`config.mk`:
```
export PLATFORM = sky130hd
export DESIGN_NAME = dual_slope_ctrl
export DESIGN_NICKNAME = d
export VERILOG_FILES = /design/src/rtl/dual_slope_ctrl.sv
export SDC_FILE = /design/constraint.sdc
export NUM_CORES = 1
export LEC_CHECK = 0
export ABC_AREA = 1
export CAP_MARGIN = 20
export CORE_UTILIZATION = 56
export DETAILED_ROUTE_END_ITERATION = 7
export PLACE_DENSITY = 0.85
export SKIP_LAST_GASP = 1
export SYNTH_ARGS = -nofsm -noshare
export SYNTH_HDL_FRONTEND = slang
export SYNTH_SLANG_ARGS = --single-unit
```
`constraint.sdc`:
```
create_clock -name clk -period 3.4 [get_ports clk]
set_clock_uncertainty 0.1 [all_clocks]
set_input_delay 0.68 -clock clk [delete_from_list [all_inputs] [get_ports clk]]
set_output_delay 0.68 -clock clk [all_outputs]
set_load 0.03 [all_outputs]
```
`src/rtl/dual_slope_ctrl.sv`:
```
// ---------------------------------------------------------------------------
// dual_slope_ctrl
//
// Sequencer for a dual-slope ADC with N_CH multiplexed inputs and an
// auto-zero phase. One conversion runs IDLE -> AUTOZERO -> INTEG -> DEINT ->
// DONE -> IDLE and drives the analog switch bank so that exactly one of the
// input switches, the reference switch or the zero switch is closed at any
// time.
//
// Parameters
//   N_BITS     result/counter width; the integrate phase lasts 2^N_BITS cycles
//   N_CH       number of analog input channels (>= 2)
//   AZ_CYCLES  auto-zero phase length in clock cycles (>= 1)
//   CH_W       channel index width (derived from N_CH)
//
// Ports
//   clk        system clock, rising edge
//   reset      synchronous, active-high reset (aborts a running conversion)
//   iniciar    start request, honoured in IDLE only
//   ch_sel     channel to convert, latched together with iniciar
//   vint_z     comparator: integrator output at/below zero
//   sw_in      one-hot input switch enables (INTEG)
//   sw_ref     reference switch enable (DEINT)
//   sw_zr      zero/discharge switch enable (IDLE, AUTOZERO, DONE)
//   busy       conversion in progress (AUTOZERO..DEINT)
//   done       one-cycle pulse, resultado/ch_out/overrange valid
//   resultado  last conversion count
//   ch_out     channel that produced resultado
//   overrange  last conversion saturated without a comparator trip
// ---------------------------------------------------------------------------
module dual_slope_ctrl #(
    parameter int N_BITS    = 8,
    parameter int N_CH      = 4,
    parameter int AZ_CYCLES = 16,
    parameter int CH_W      = $clog2(N_CH)
) (
    input  logic              clk,
    input  logic              reset,
    input  logic              iniciar,
    input  logic [CH_W-1:0]   ch_sel,
    input  logic              vint_z,
    output logic [N_CH-1:0]   sw_in,
    output logic              sw_ref,
    output logic              sw_zr,
    output logic              busy,
    output logic              done,
    output logic [N_BITS-1:0] resultado,
    output logic [CH_W-1:0]   ch_out,
    output logic              overrange
);

    localparam int                AZ_W    = (AZ_CYCLES > 1) ? $clog2(AZ_CYCLES) : 1;
    localparam logic [AZ_W-1:0]   AZ_LAST = AZ_W'(AZ_CYCLES - 1);
    localparam logic [N_BITS-1:0] CNT_MAX = '1;

    typedef enum logic [2:0] {
        IDLE,
        AUTOZERO,
        INTEG,
        DEINT,
        DONE
    } state_t;

    state_t state, state_d;

    logic [N_BITS-1:0] counter;
    logic [AZ_W-1:0]   az_cnt;
    logic [CH_W-1:0]   ch_lat;
    logic              ch_ok;
    logic              start_ok;

    // Registered-output inputs (decoded from the next state)
    logic [N_CH-1:0]   sw_in_d;
    logic              sw_ref_d;
    logic              sw_zr_d;
    logic              busy_d;
    logic              done_d;

    // Out-of-range channel requests are dropped. The extra bit keeps the
    // compare meaningful when N_CH is an exact power of two.
    assign ch_ok    = ({1'b0, ch_sel} < (CH_W + 1)'(N_CH));
    assign start_ok = (state == IDLE) && iniciar && ch_ok;

    // -----------------------------------------------------------------------
    // State register
    // -----------------------------------------------------------------------
    always_ff @(posedge clk) begin
        if (reset) begin
            state <= IDLE;
        end else begin
            state <= state_d;
        end
    end

    // -----------------------------------------------------------------------
    // Next-state logic
    // -----------------------------------------------------------------------
    always_comb begin
        state_d = state;
        unique case (state)
            IDLE: begin
                if (start_ok) begin
                    state_d = AUTOZERO;
                end
            end
            AUTOZERO: begin
                if (az_cnt == AZ_LAST) begin
                    state_d = INTEG;
                end
            end
            INTEG: begin
                if (counter == CNT_MAX) begin
                    state_d = DEINT;
                end
            end
            DEINT: begin
                if (vint_z || (counter == CNT_MAX)) begin
                    state_d = DONE;
                end
            end
            DONE: begin
                state_d = IDLE;
            end
            default: begin
                state_d = IDLE;
            end
        endcase
    end

    // -----------------------------------------------------------------------
    // Output decode. Outputs are decoded from the next state and registered,
    // so every output changes in the same cycle as the state register while
    // still coming straight from a flop.
    // -----------------------------------------------------------------------
    always_comb begin
        sw_in_d  = '0;
        sw_ref_d = 1'b0;
        sw_zr_d  = 1'b0;
        busy_d   = 1'b0;
        done_d   = 1'b0;
        unique case (state_d)
            IDLE: begin
                sw_zr_d = 1'b1;
            end
            AUTOZERO: begin
                sw_zr_d = 1'b1;
                busy_d  = 1'b1;
            end
            INTEG: begin
                busy_d = 1'b1;
                // ch_lat is already stable on entry to INTEG
                for (int unsigned i = 0; i < N_CH; i++) begin
                    sw_in_d[i] = (ch_lat == CH_W'(i));
                end
            end
            DEINT: begin
                sw_ref_d = 1'b1;
                busy_d   = 1'b1;
            end
            DONE: begin
                sw_zr_d = 1'b1;
                done_d  = 1'b1;
            end
            default: begin
                sw_zr_d = 1'b1;
            end
        endcase
    end

    always_ff @(posedge clk) begin
        if (reset) begin
            sw_in  <= '0;
            sw_ref <= 1'b0;
            sw_zr  <= 1'b1;
            busy   <= 1'b0;
            done   <= 1'b0;
        end else begin
            sw_in  <= sw_in_d;
            sw_ref <= sw_ref_d;
            sw_zr  <= sw_zr_d;
            busy   <= busy_d;
            done   <= done_d;
        end
    end

    // -----------------------------------------------------------------------
    // Datapath: phase timers, channel latch and result registers.
    // resultado/ch_out/overrange are written on the DEINT -> DONE transition
    // so they are already valid while done is high.
    // -----------------------------------------------------------------------
    always_ff @(posedge clk) begin
        if (reset) begin
            counter   <= '0;
            az_cnt    <= '0;
            ch_lat    <= '0;
            resultado <= '0;
            ch_out    <= '0;
            overrange <= 1'b0;
        end else begin
            unique case (state)
                IDLE: begin
                    if (start_ok) begin
                        ch_lat  <= ch_sel;
                        counter <= '0;
                        az_cnt  <= '0;
                    end
                end
                AUTOZERO: begin
                    az_cnt <= az_cnt + 1'b1;
                    if (az_cnt == AZ_LAST) begin
                        counter <= '0;
                    end
                end
                INTEG: begin
                    // Wraps from all-ones to zero on the last integrate cycle,
                    // which is exactly the DEINT starting count.
                    counter <= counter + 1'b1;
                end
                DEINT: begin
                    if (vint_z) begin
                        resultado <= counter;
                        overrange <= 1'b0;
                        ch_out    <= ch_lat;
                    end else if (counter == CNT_MAX) begin
                        resultado <= '1;
                        overrange <= 1'b1;
                        ch_out    <= ch_lat;
                    end else begin
                        counter <= counter + 1'b1;
                    end
                end
                DONE: begin
                end
                default: begin
                end
            endcase
        end
    end

endmodule

```
# Yosys cells after proc, flatten, opt, wreduce, memory -nomap -nowiden
# Cells that the tools add are included.
[word_totals] reg_bits=36 in_bits=6 out_inout_bits=19
[classes] add_sub_neg=2 n_eq_ne=16 muxes=22 bitwise=1 n_reduce_logical=14
[op_table] op="8-bit 2-to-1 mux" n=6
[op_table] op="8-bit one-hot mux with 4 select lines" n=1
[op_table] op="3-bit by 2-bit == test with 1-bit output (second input constant)" n=4
[op_table] op="3-bit 2-to-1 mux" n=4
[op_table] op="3-bit one-hot mux with 4 select lines" n=1
[op_table] op="8-bit by 1-bit adder with 8-bit output (second input constant)" n=1
[op_table] op="8-bit == test (second input constant)" n=1
[op_table] op="2-bit inequality test (second input constant)" n=4
[op_table] op="4-bit one-hot mux with 2 select lines" n=1
[op_table] op="3-bit by 1-bit == test with 1-bit output (second input constant)" n=2
[op_table] op="1-bit 2-to-1 mux" n=6
[op_table] op="2-bit AND reduction" n=3
[op_table] op="5-bit AND reduction" n=1
[op_table] op="4-bit by 1-bit adder with 4-bit output (second input constant)" n=1
[op_table] op="2-bit == test (second input constant)" n=2
[op_table] op="4-bit == test (second input constant)" n=1
[op_table] op="2-bit 2-to-1 mux" n=2
[op_table] op="4-bit 2-to-1 mux" n=1
[op_table] op="2-bit nonzero test" n=2
[op_table] op="4-bit nonzero test" n=1
[op_table] op="2-bit OR reduction" n=2
[op_table] op="3-bit == test (second input constant)" n=1
[op_table] op="3-bit logical NOT" n=1
[op_table] op="3-bit OR reduction" n=1
[op_table] op="other kinds (5)" n=5

# Longest topological paths before layout
[logic_depth] depth_word=7 ltp_mapped=10 depth_no_buf=10

# Worst setup path before layout
# Ideal clock, no wire load.
[synth_path] kind="reg-to-reg" from="register counter[0]" to="register counter[1]" arrival_time_ns=1.308 required_ns=3.172 path_slack_ns=1.865 stages_incl_launch_ff=11 period_less_slack_ns=1.535 cell_sequence="dfxtp_1 ha_1 nand2_1 nor2_2 nand2_1 nand2_1 nand2_2 nand2_4 nand2_1 nand2_1 nor2_1"
[synth_via] elab_chain_len=4 word_cells_on_any_way=7 classes_between="add/sub: 1; eq/ne: 2; mux: 3; reduce/logical: 1"
[synth_rtl] element="from (decl)" line="66" source="logic [N_BITS-1:0] counter;"
[synth_rtl] element="from (signal assigned)" line="217" source="counter <= counter + 1'b1;"
[synth_rtl] element="from (signal assigned)" line="229" source="counter <= counter + 1'b1;"
[synth_rtl] element="8-bit by 1-bit adder with 8-bit output" line="217, 229"
[synth_rtl] element="8-bit 2-to-1 mux" line="224" source="end else if (counter == CNT_MAX) begin"
[synth_rtl] element="8-bit 2-to-1 mux" line="220" source="if (vint_z) begin"
[synth_rtl] element="8-bit one-hot mux with 4 select lines" line="200" source="unique case (state)"
# Parallel ways exist; a longest one is shown, timed or not. The select of a mux whose other input is x is not followed.
# A chain may end at the register's enable or synchronous reset.

# Final worst setup path
[layout_path] from="register overrange" to="output port overrange"
[layout_rtl] element="from (decl)" line="49" source="output logic overrange"
[layout_rtl] element="from (signal assigned)" line="198" source="overrange <= 1'b0;"
[layout_rtl] element="from (signal assigned)" line="222" source="overrange <= 1'b0;"
[layout_rtl] element="from (signal assigned)" line="226" source="overrange <= 1'b1;"
# No word-level cell between the ends.

==> key figures <==
Yosys
  – Synth Area in XOR/XNOR: 0%
  – Synthesized area: ~1600 um2
  – Ys async rst share: 0%
  – Post-synthesis simple-gate area fraction: a little under a third
  – Register bit total from synthesis: 36
  – Synth cell types: 23
  – Synth Warn #: 0
  – Main synth FF type: dfxtp_1
  – Synth Area in Adders: 1.571%
  – Share of the yosys chip area belonging to registers: around 45%
  – Compound-Gate Fraction of Synth Area: a little over an eighth
  – Mean Syn Cell Area: approximately 7.0 um2
  – Post-synthesis net count: 236
  – Post-Synthesis Cells: 228
  – Mux cell area share after synthesis: 0%
  – EDFF count, synth: 0
  – Largest family of logic cells by synthesized area: simple AND/OR/NAND/NOR gates

Floorplan
  – Die height: between 50 and 60 um
  – Die ar.: 3061 um2
  – Starting Density: 61.50%
  – Cell row count: 18
  – CORE AREA: 2590 um2
  – Die width: 55.33 um
  – IO Count: 25

Run
  – Max Cap Viol: 0

Final layout
  – Layout cells sized above 1: 7.364%
  – Commonest non-fill, non-tap cell in the layout: nand2_1
  – Non-Filler Instances: ~290
  – Multi-input gate area: 737.0 um2
  – Design area: ~1900 um2
  – Diode count: 0
  – Register area: 720.7 um2
  – Syn-to-layout area delta: 21.13%
  – Fillers: 204
  – Commonest cells after routing, fill and taps aside: nand2_1 (54), dfxtp_1 (36), inv_1 (30)
  – Post-layout nets: 265

Timing
  – Fin crit share: between 60% and 70%
  – Final worst slack: 1226 ps
  – Actual slew at the worst max-slew pin: 474.7 ps
  – Slew HR: 68.02%
  – Hold Vio Cnt, Final: 0
  – Setup-failing EPs final: 0
  – Setup TNS: 0 ps
  – RSZ-0062 raised after global routing: no
  – Final Critical Period: 2174 ps
  – Final Max Tran Viols: 0
  – Fmax: 460.0 MHz
  – Hold WS: around 370 ps

Clock network
  – Post-CTS sizing: 0
  – Hold_buf cts: 0
  – Max Root-Sink Buffers: 2
  – H-tree levels: 2
  – Clock Pin Slew Worst Setup and Hold Paths: 120 ps
  – TritonCTS buffer count: 5
  – Post-CTS Setup Inserts: 0
  – Clk_lat worst skew: 350 ps
  – Clock sinks: 36
  – Root Buffer: clkbuf_4
  – CTS tree: built

Route
  – DR DRC count: 0
  – DR WL/cell: between 10 and 15 um
  – Iteration-0 DRC Markers: 90
  – Routed via count: 1468
  – Vias/cell: just over 5
  – Final WL: 3.262 mm
  – Drt pass-1 iters: 4
  – Antenna Violating Nets Remaining: 0

Global route
  – Gr ovfl total: 0
  – Vias in the first global route: 1282
  – First-pass GRT wire length: 5.464 mm
  – Initial antenna violation count: 0
  – Total GRT Usage: ~22%
  – Largest net degree at the start of global routing: 22

Critical path
  – Largest delay share family, worst path: buffers and inverters
  – R2R Path End: counter[6]
  – CP max FO: 2
  – Flop2flop setup slack: 1550 ps
  – Crit-path slowest cell: clkdlybuf4s50_1
  – CP Buf/Inv Count: 1
  – Worst EP required: approximately 2600 ps
  – Critical path class: flop to primary output
  – R2R depth: 9
  – Critical path's largest stage delay: 680 ps
  – CP startpoint kind: flop
  – Crit-path cells: clkdlybuf4s50_1
  – Critical R2R Launch: counter[0]
  – Crit path arrival time: 1390 ps
  – Critical Path End Type: primary output

Place
  – DP Area: 1863 um2
  – PortBufs: 24
  – Placer Congestion: slightly above 0.8
  – Detail Placement HPWL: 2.307 mm
  – Worst slack, placed: 1225 ps
  – Post-Place Cells: 280

Worst hold path
  – Hold Crit Start: ch_lat[0]
  – Hold Path Sink: sw_in[3]
  – Worst Hold Class: flop to flop
  – Hold depth: 2

Pwr
  – Peak supply drop: between 300 and 400 uV
  – Leakage power: 0.0008141 uW
  – Pwr per Cell Area: between 300 and 400 nW/um2

Outcome
  – Run status: complete, no violations
[worst max-delay path by stage]
stage / from / to / slack (ps) / cells past startpoint
detailed placement: reset / sw_in[1] / 1230 / 5
CTS: overrange / overrange / 1210 / 1
global route: overrange / overrange / 1170 / 1
finish: overrange / overrange / 1230 / 1
global placement: reset / sw_in[1] / 1250 / 5
floorplan: counter[0] / counter[1] / 1860 / 10
[synth_stat cells, types with 2 or more instances]
| cell type | number | share of area [%] |
|---|---|---|
| a21oi_1 | 21 | 6.6 |
| clkbuf_1 | 2 | 0.47 |
| nand2_2 | 3 | 1.2 |
| dfxtp_1 | 36 | 45 |
| ha_1 | 2 | 1.6 |
| nor2_2 | 3 | 1.2 |
| nor2_1 | 29 | 6.8 |
| nand3_1 | 16 | 5.0 |
| o21ai_1 | 2 | 0.63 |
| nor2_4 | 2 | 1.4 |
| nand2_1 | 54 | 13 |
| inv_1 | 30 | 7.1 |
| o21ai_0 | 16 | 5.0 |
| nand4_1 | 3 | 1.2 |
[per-stage QoR]
step                total power [uW]  util, %
global placement               510.5    71.93
global route                   781.0    74.49
CTS                            755.9    74.49
finish                         749.9    74.49
detailed placement             511.4    71.93
floorplan                      490.8        -
[kinds of logic after synthesis]
logic type | count (synthesis)
buffers and inverters | 35
AOI/OAI and AO/OA | 42
adders and majority gates | 2
DFF | 36
and+or+nand+nor | 113
[state kept, by name, summed over array words and instances (netlist names)]
name and cells:
sw_in 4, overrange 1, ch_lat 2, done 1
resultado 8, state 3, busy 1, counter 8
az_cnt 4, sw_ref 1, ch_out 2, sw_zr 1
[power breakdown]
part	internal (uW)	switching [uW]
Sequential	430	8.78
Combinational	24.2	39.6
Clock	100	147
[final cells by class]
cell class,count,share of cell area [%]
multi-input cells,157,38.20
flip-flops and latches,36,37.35
repair buffers,25,12.84
inverters,32,6.226
clock buffers,6,2.659
well taps,30,1.946
clock inverters,2,0.7782
[metal layers]
metal | track usage, % | wire [um] | part of all wire, %
met1 | 30.58 | 1568 | 48
met2 | 33.22 | 1438 | 44
met3 | 6.557 | 238 | 7.3
met4 | 8.929 | 17 | 0.52
met5 | 0 | 0 | 0
No activity file was read; power rests on OpenSTA's default activity.
